File: config.mk
export PLATFORM = sky130hd
export DESIGN_NAME = vic_irq_responder
export DESIGN_NICKNAME = d
export VERILOG_FILES = /design/src/rtl/vic_irq_responder.sv
export SDC_FILE = /design/constraint.sdc
export NUM_CORES = 1
export LEC_CHECK = 0
export CORE_MARGIN = 5
export CORE_UTILIZATION = 42
export DETAILED_ROUTE_END_ITERATION = 6
export PLACE_DENSITY = 0.86
export REMOVE_ABC_BUFFERS = 1
export SLEW_MARGIN = 40
export SYNTH_ARGS = -nofsm -noshare
export SYNTH_HDL_FRONTEND = slang
export SYNTH_SLANG_ARGS = --single-unit
export TNS_END_PERCENT = 20
File: constraint.sdc
create_clock -name i_clk -period 3.3 [get_ports i_clk]
set_clock_uncertainty 0.2 [all_clocks]
set_input_delay 0.66 -clock i_clk [delete_from_list [all_inputs] [get_ports i_clk]]
set_output_delay 0.66 -clock i_clk [all_outputs]
set_load 0.005 [all_outputs]
File: src/rtl/vic_irq_responder.sv
// CPU-side end of the VIC interrupt handshake: captures a source id into a single
// pending slot, requests the core with the handler vector, and holds o_busy until return.
module vic_irq_responder #(
    parameter int                NUM_IRQ         = 31,
    parameter int                ADDR_W          = 32,
    parameter logic [ADDR_W-1:0] VEC_BASE        = ADDR_W'(32'h0000_0100),
    parameter int                VEC_STRIDE_LOG2 = 2
) (
    input  logic              i_clk,
    input  logic              i_rst,
    input  logic              i_irq,
    input  logic [4:0]        i_irq_addr,
    input  logic              i_core_en,
    input  logic              i_ack,
    input  logic              i_reti,
    output logic              o_busy,
    output logic              o_req,
    output logic [ADDR_W-1:0] o_vector,
    output logic [4:0]        o_irq_id,
    output logic              o_pending,
    output logic              o_err
);

    typedef enum logic [1:0] {
        IDLE,
        REQ,
        SERVICE,
        RELEASE
    } state_t;

    localparam logic [5:0] NUM_IRQ_L = 6'(NUM_IRQ);

    state_t     state;
    logic       slot_valid;
    logic [4:0] slot_id;
    logic       id_ok;
    logic       consume;

    assign id_ok     = {1'b0, i_irq_addr} < NUM_IRQ_L;
    assign consume   = (state == IDLE) && slot_valid && i_core_en;
    assign o_pending = slot_valid;

    // Pending slot: a strobe may refill it in the same cycle the FSM drains it;
    // otherwise an occupied slot keeps the older id and flags an overrun.
    always_ff @(posedge i_clk) begin
        if (i_rst) begin
            slot_valid <= 1'b0;
            slot_id    <= '0;
            o_err      <= 1'b0;
        end else begin
            if (i_irq && !id_ok) begin
                o_err <= 1'b1;
            end
            if (i_irq && id_ok) begin
                if (!slot_valid || consume) begin
                    slot_valid <= 1'b1;
                    slot_id    <= i_irq_addr;
                end else begin
                    o_err <= 1'b1;
                end
            end else if (consume) begin
                slot_valid <= 1'b0;
            end
        end
    end

    always_ff @(posedge i_clk) begin
        if (i_rst) begin
            state    <= IDLE;
            o_busy   <= 1'b0;
            o_req    <= 1'b0;
            o_vector <= '0;
            o_irq_id <= '0;
        end else begin
            case (state)
                IDLE: begin
                    if (consume) begin
                        state    <= REQ;
                        o_irq_id <= slot_id;
                        o_vector <= VEC_BASE + (ADDR_W'(slot_id) << VEC_STRIDE_LOG2);
                        o_req    <= 1'b1;
                        o_busy   <= 1'b1;
                    end
                end
                REQ: begin
                    if (i_ack) begin
                        state <= SERVICE;
                        o_req <= 1'b0;
                    end
                end
                SERVICE: begin
                    if (i_reti) begin
                        state  <= RELEASE;
                        o_busy <= 1'b0;
                    end
                end
                // One guaranteed low cycle on o_busy so the VIC always sees a falling edge.
                RELEASE: begin
                    state <= IDLE;
                end
                default: begin
                    state <= IDLE;
                end
            endcase
        end
    end

endmodule

==> results.txt, run 1 <==
----------------------------------------------------
[Worst setup path]
  First element of the critical path ... o_pending
  Depth of the worst register-to-register path ... 5
  Reg-to-reg critical path startpoint ... state[0]
  Highest-delay cell along the critical path ... sky130_fd_sc_hd__clkdlybuf4s50_1
  End of the worst register-to-register path ... slot_id[0]
  Worst path arrival time ... about 1.2 ns
  Slowest Stage Delay on Critical Path ... 0.53 ns
  Buffering stage count on the worst path with inverters included ... 1
  Worst setup slack for register-to-register paths ... between 1.5 and 2 ns
  Max Fanout on Critical Path ... 5
  Ordered cell list for the critical path ... clkdlybuf4s50_1
  Crit path capture ... o_pending
  Top cell family by delay on the critical path ... buffers and inverters
  Levels on crit path ... 1
  CP Capture Type ... primary output
  Worst setup SP type ... flip-flop
  Worst setup path class ... reg2out
  Critical path required time ... between 2 and 2.5 ns

[STA]
  Number of setup violations in the final report ... 0
  Minimum period implied by the final worst setup slack ... between 2 and 2.5 ns
  Setup repair after global routing missed its margin ... false
  Headroom to the max-slew limit ... 0.667
  Maximum clock frequency ... 483 MHz
  Hold_ws ... around 0.27 ns
  Transition time of the tightest slew-check pin ... roughly 0.5 ns
  Total count of hold-check failures in the final report ... 0
  Portion of the clock cycle consumed by the worst path in the final layout ... 0.628
  Number of slew-limit violations in the final report ... 0
  Final-layout setup total negative slack ... 0 ns

[Layout]
  Fin cells ... ~160
  Layout Nets ... roughly 150
  Layout Area Growth over Synthesis ... 16.1%
  Inserted Diodes ... 0
  Final Core Density ... 0.517
  Layout cells sized above 1 ... 0.0667

[Floorplan]
  Core Area ... ~2200 µm²
  I/O Pins ... 52
  Standard-cell row count ... 17
  Die Area ... approximately 3400 µm²
  Initial Util ... 0.445
  Vert. Die Dim ... around 59 µm
  Die outline width ... approximately 60 µm

[Global routing]
  Maximum number of pins on one net before global-route repair ... 13
  Initial antenna violation count ... 0
  Global-route wire length before repair ... 2950 µm
  Grt ovf ... 0
  Number of global-route vias before repair ... ~670
  Global-route usage over all layers ... 0.110

[Power and ir drop]
  Peak supply drop ... just under 300 µV
  Leakage ... 0.486 nW
  Power Total ... approximately 0.56 mW
  Pwr per Cell Area ... 482 nW/µm²

[Worst hold path]
  Path type of the worst min-delay path ... reg2reg

[Clocking]
  Post-CTS setup-driven buffer insertion count ... 0
  CTS resizes ... 0
  Clk root buf ... sky130_fd_sc_hd__clkbuf_4
  Maximum root-to-sink buffer count ... 2
  Clock buffers created by TritonCTS ... 3
  Clk sinks ... 17
  # hold bufs at CTS ... 0
  TritonCTS clock tree ... yes
  CTS H-tree lvls ... 1
  Clock edge transition at the registers on the reported setup and hold paths ... 0.09 ns
  Clock latency of the later-clocked register in the worst-skew pair ... around 0.28 ns

[Run status]
  Status ... finished clean

[Drt]
  Count of unresolved DRC violations after routing ... 0
  Final routed wirelength across all metal layers ... 2010 µm
  Mean number of vias per cell ... approximately 4.7
  Initial drt markers ... 25
  Remaining number of nets flagged by the antenna check after routing ... 0
  Number of iterations in the first detailed-routing pass ... 4
  Post-DR wirelength/cell ... 12.3 µm
  Vias after detailed routing ... ~760

[Placed design]
  Estimated wirelength of the detail-placed design ... approximately 1700 µm
  Final weighted congestion of routability-driven global placement ... approximately 0.75
  Post-placement cell count ... 159
  Input/output buffers ... 25

[Synthesis]
  Yosys warning total ... 0
  Number of distinct library cells after synthesis ... 25
  Number of synthesized register bits ... 17
  Mapped Cells ... ~120
  Post-synth EDFFs ... 0
  Area of the mapped netlist ... 995 µm²
  Portion of the post-synthesis area used by sequential elements ... 0.342
  Mean post-synth cell area ... between 8 and 9 µm²
  Post-synthesis async set-or-reset flop share ... 0
  Synth Flop Type ... sky130_fd_sc_hd__dfxtp_1

[Run]
  Max-Cap Viols ... 0

----------------------------------------------------
## flip-flops by register name, indices dropped and copies added, names as in the netlist
signal,cells
o_busy,1
o_err,1
o_irq_id,4
o_pending,1
o_req,1
o_vector,2
slot_id,5
state,2
## area by class of cell
class | instances | area, µm²
fillers | 217 | 1080
repair buffers | 25 | 250
multi-input cells | 85 | 488
inverters | 4 | 15.0
flip-flops and latches | 17 | 340
well taps | 28 | 35.0
clock buffers | 4 | 26.3
## Yosys cell counts (2+ instances only)
| master | instances | area (µm²) |
|---|---|---|
| sky130_fd_sc_hd__buf_4 | 31 | 233 |
| sky130_fd_sc_hd__nand2_1 | 20 | 75.1 |
| sky130_fd_sc_hd__dfxtp_1 | 17 | 340 |
| sky130_fd_sc_hd__a21oi_1 | 8 | 40.0 |
| sky130_fd_sc_hd__mux2i_1 | 5 | 50.1 |
| sky130_fd_sc_hd__ha_1 | 4 | 50.1 |
| sky130_fd_sc_hd__inv_1 | 4 | 15.0 |
| sky130_fd_sc_hd__nor2_1 | 4 | 15.0 |
| sky130_fd_sc_hd__a211oi_1 | 2 | 15.0 |
| sky130_fd_sc_hd__a311oi_1 | 2 | 17.5 |
| sky130_fd_sc_hd__clkbuf_1 | 2 | 7.51 |
| sky130_fd_sc_hd__nand2b_1 | 2 | 12.5 |
| sky130_fd_sc_hd__nand3_1 | 2 | 10.0 |
## kinds of logic after synthesis
logic type,count (synthesis),synth area share
AND/OR/NAND/NOR,32,0.145
multiplexers,5,0.0503
other,1,0.00377
flip-flops,17,0.342
AO/OA/AOI/OAI,18,0.147
adder cells (fa/ha/maj),4,0.0503
buffers and inverters,38,0.262
## layer usage
layer  share of wire  vias to the layer above  track usage  routed length, µm
met5               0                        -            0                  0
met4           0.016                        0       0.0485                 33
met3            0.11                        4       0.0110                220
met2            0.48                       43        0.204                961
met1            0.40                      348        0.127                797
li1                -                      363            -                  -
## through the flow
step | setup WS, ns | cell area [µm²]
floorplan | 1.62 | 843
global placement | 1.09 | 1130
detailed placement | 1.00 | 1130
CTS | 1.23 | 1150
global route | 1.17 | 1150
finish | 1.23 | 1150
## power breakdown
group	total, mW	internal (mW)	switching [mW]
sequential	0.246	0.231	0.0157
clock	0.108	0.0469	0.0612
combinational	0.203	0.0958	0.107
## worst min-delay path by stage
stage / start / end / depth (start not counted)
after CTS: slot_id[2] / o_irq_id[2] / 2
after global routing: slot_id[1] / o_irq_id[1] / 2
after global placement: slot_id[1] / slot_id[1] / 2
after detailed placement: slot_id[1] / o_irq_id[1] / 2
after floorplan: slot_id[0] / o_irq_id[0] / 2
final: slot_id[1] / o_irq_id[1] / 2
## cell usage in the layout (no fill, tap or decap), types with 3 or more instances in the layout
master / count
sky130_fd_sc_hd__conb_1: 26
sky130_fd_sc_hd__clkdlybuf4s50_1: 25
sky130_fd_sc_hd__nand2_1: 20
sky130_fd_sc_hd__dfxtp_1: 17
sky130_fd_sc_hd__a21oi_1: 8
sky130_fd_sc_hd__mux2i_1: 5
sky130_fd_sc_hd__inv_1: 4
sky130_fd_sc_hd__nor2_1: 4
sky130_fd_sc_hd__ha_1: 4
sky130_fd_sc_hd__clkbuf_4: 3
No activity file was read; power rests on OpenSTA's default activity.
==> inputs of run 2 (changes only) <==
--- a/config.mk
+++ b/config.mk
@@ -6,9 +6,9 @@
 export NUM_CORES = 1
 export LEC_CHECK = 0
 export CORE_MARGIN = 5
-export CORE_UTILIZATION = 42
+export CORE_UTILIZATION = 39
 export DETAILED_ROUTE_END_ITERATION = 6
-export PLACE_DENSITY = 0.86
+export PLACE_DENSITY = 0.8
 export REMOVE_ABC_BUFFERS = 1
 export SLEW_MARGIN = 40
 export SYNTH_ARGS = -nofsm -noshare
==> constraint.sdc (replaced) <==
create_clock -name i_clk -period 2 [get_ports i_clk]
set_clock_uncertainty 0.2 [all_clocks]
set_input_delay 0.4 -clock i_clk [delete_from_list [all_inputs] [get_ports i_clk]]
set_output_delay 0.4 -clock i_clk [all_outputs]
set_load 0.005 [all_outputs]
==> run 2 against run 1 <==
Global-route usage down 0.75 points. Final cell count up 3.1%. Combinational power is 65% higher.
==> results.txt, run 2 (synthesis gave the netlist of run 1 again) <==
----------------------------------------------------
[STA]
  Final-layout setup total negative slack ... 0 ns
  Maximum clock frequency ... around 550 MHz
  Portion of the clock cycle consumed by the worst path in the final layout ... 0.912
  Setup repair after global routing missed its margin ... false
  Number of setup violations in the final report ... 0
  Number of slew-limit violations in the final report ... 0
  Minimum period implied by the final worst setup slack ... approximately 1.8 ns
  Total count of hold-check failures in the final report ... 0

[Floorplan]
  Initial Util ... 0.405
  Die Area ... 3660 µm²
  Die outline width ... 60.5 µm
  Standard-cell row count ... 18
  I/O Pins ... 52
  Vert. Die Dim ... roughly 61 µm
  Core Area ... between 2000 and 2500 µm²

[Power and ir drop]
  Power Total ... roughly 0.9 mW
  Leakage ... ~0.5 nW
  Peak supply drop ... just over 500 µV
  Power share of the combinational group ... 0.362
  Net switching component of the power ... roughly 0.3 mW
  Sequential power share ... 0.436
  Power share of the clock group ... 0.201
  Int Power ... 0.622 mW
  Switching Fraction ... 0.328
  Pwr per Cell Area ... roughly 800 nW/µm²

[Layout]
  Multi-input combinational cell area ... between 400 and 500 µm²
  Top register by number of flip-flops ... slot_id
  Layout Area Growth over Synthesis ... 18.6%
  Layout Nets ... between 150 and 200
  Number of flip-flops under the largest register name ... 5
  Layout cells sized above 1 ... 0.0870
  Biggest registers after layout ... slot_id (5), o_irq_id (4)
  Leading cell type in the layout, fill and taps excluded ... sky130_fd_sc_hd__conb_1
  Most frequent cells in the layout ... sky130_fd_sc_hd__conb_1, sky130_fd_sc_hd__clkdlybuf4s50_1, sky130_fd_sc_hd__nand2_1
  Final-layout fill cell count ... approximately 240
  Inserted Diodes ... 0
  Final design area excluding fillers ... 1180 µm²
  Sequential cell area ... 340 µm²

[Worst setup path]
  Max Fanout on Critical Path ... 5
  Top cell family by delay on the critical path ... buffers and inverters
  Buffering stage count on the worst path with inverters included ... 1
  Worst path arrival time ... between 1 and 1.5 ns
  Highest-delay cell along the critical path ... sky130_fd_sc_hd__clkdlybuf4s50_1
  Worst setup SP type ... flip-flop
  Worst setup slack for register-to-register paths ... approximately 0.3 ns
  Critical path required time ... between 1 and 1.5 ns
  Slowest Stage Delay on Critical Path ... between 0.5 and 0.6 ns
  Worst setup path class ... reg2out
  CP Capture Type ... primary output
  Ordered cell list for the critical path ... clkdlybuf4s50_1

[Clocking]
  CTS resizes ... 0
  Clk root buf ... sky130_fd_sc_hd__clkbuf_4
  Post-CTS setup-driven buffer insertion count ... 0
  Clock edge transition at the registers on the reported setup and hold paths ... 0.10 ns
  # hold bufs at CTS ... 0
  TritonCTS clock tree ... yes
  Clock buffers created by TritonCTS ... 3
  Clk sinks ... 17
  CTS H-tree lvls ... 1
  Clock latency of the later-clocked register in the worst-skew pair ... around 0.30 ns
  Maximum root-to-sink buffer count ... 2

[Drt]
  Count of unresolved DRC violations after routing ... 0
  Initial drt markers ... 14
  Vias after detailed routing ... approximately 730
  Final routed wirelength across all metal layers ... between 1500 and 2000 µm
  Post-DR wirelength/cell ... ~11 µm
  Remaining number of nets flagged by the antenna check after routing ... 0
  Number of iterations in the first detailed-routing pass ... 4
  Mean number of vias per cell ... between 4 and 5

[Placed design]
  Input/output buffers ... 25
  Estimated wirelength of the detail-placed design ... about 1500 µm
  Cell Area, Placed ... about 1200 µm²
  Final weighted congestion of routability-driven global placement ... slightly below 0.9

[Global routing]
  Initial antenna violation count ... 0
  Number of global-route vias before repair ... 647
  Maximum number of pins on one net before global-route repair ... 13
  Global-route usage over all layers ... 0.103
  Grt ovf ... 0
  Global-route wire length before repair ... approximately 2800 µm

[Run]
  Max-Cap Viols ... 0

[Run status]
  Status ... finished clean

[Worst hold path]
  Path type of the worst min-delay path ... reg2reg

----------------------------------------------------
run 2: metal layers:
metal | global-route usage | up-vias | wire length (µm)
li1 | - | 370 | -
met1 | 0.137 | 318 | 779
met2 | 0.156 | 40 | 795
met3 | 0.0277 | 5 | 213
met4 | 0.0464 | 0 | 42
met5 | 0 | - | 0
run 2: final timing paths:
check,start,cells after the start,to
max,o_pending,1,o_pending
min,slot_id[2],2,o_irq_id[2]
max reg2reg,state[0],5,slot_id[3]
min reg2reg,slot_id[2],2,o_irq_id[2]
run 2: per-stage QoR:
step,instances,utilization,hold slack [ns],setup slack [ns]
floorplan,106,-,0.226,0.478
detailed placement,164,0.470,0.252,0.0156
finish,168,0.481,0.252,0.176
global placement,164,0.470,0.243,0.0881
global route,168,0.481,0.291,0.101
CTS,168,0.481,0.259,0.171
run 2: area by class of cell:
cell class | count | share of cell area
inverter | 4 | 0.0127
clock buffer | 4 | 0.0223
sequential | 17 | 0.288
multi-input combinational | 85 | 0.414
tap | 30 | 0.0318
timing repair buffer | 28 | 0.231
run 2: power by group through the flow:
stage | Combinational, mW | Clock, mW | Sequential (mW)
after floorplan | 0.217 | 0 | 0.410
after global placement | 0.319 | 0 | 0.409
after detailed placement | 0.333 | 0 | 0.412
after global routing | 0.372 | 0.213 | 0.410
after CTS | 0.334 | 0.192 | 0.404
final | 0.335 | 0.186 | 0.403
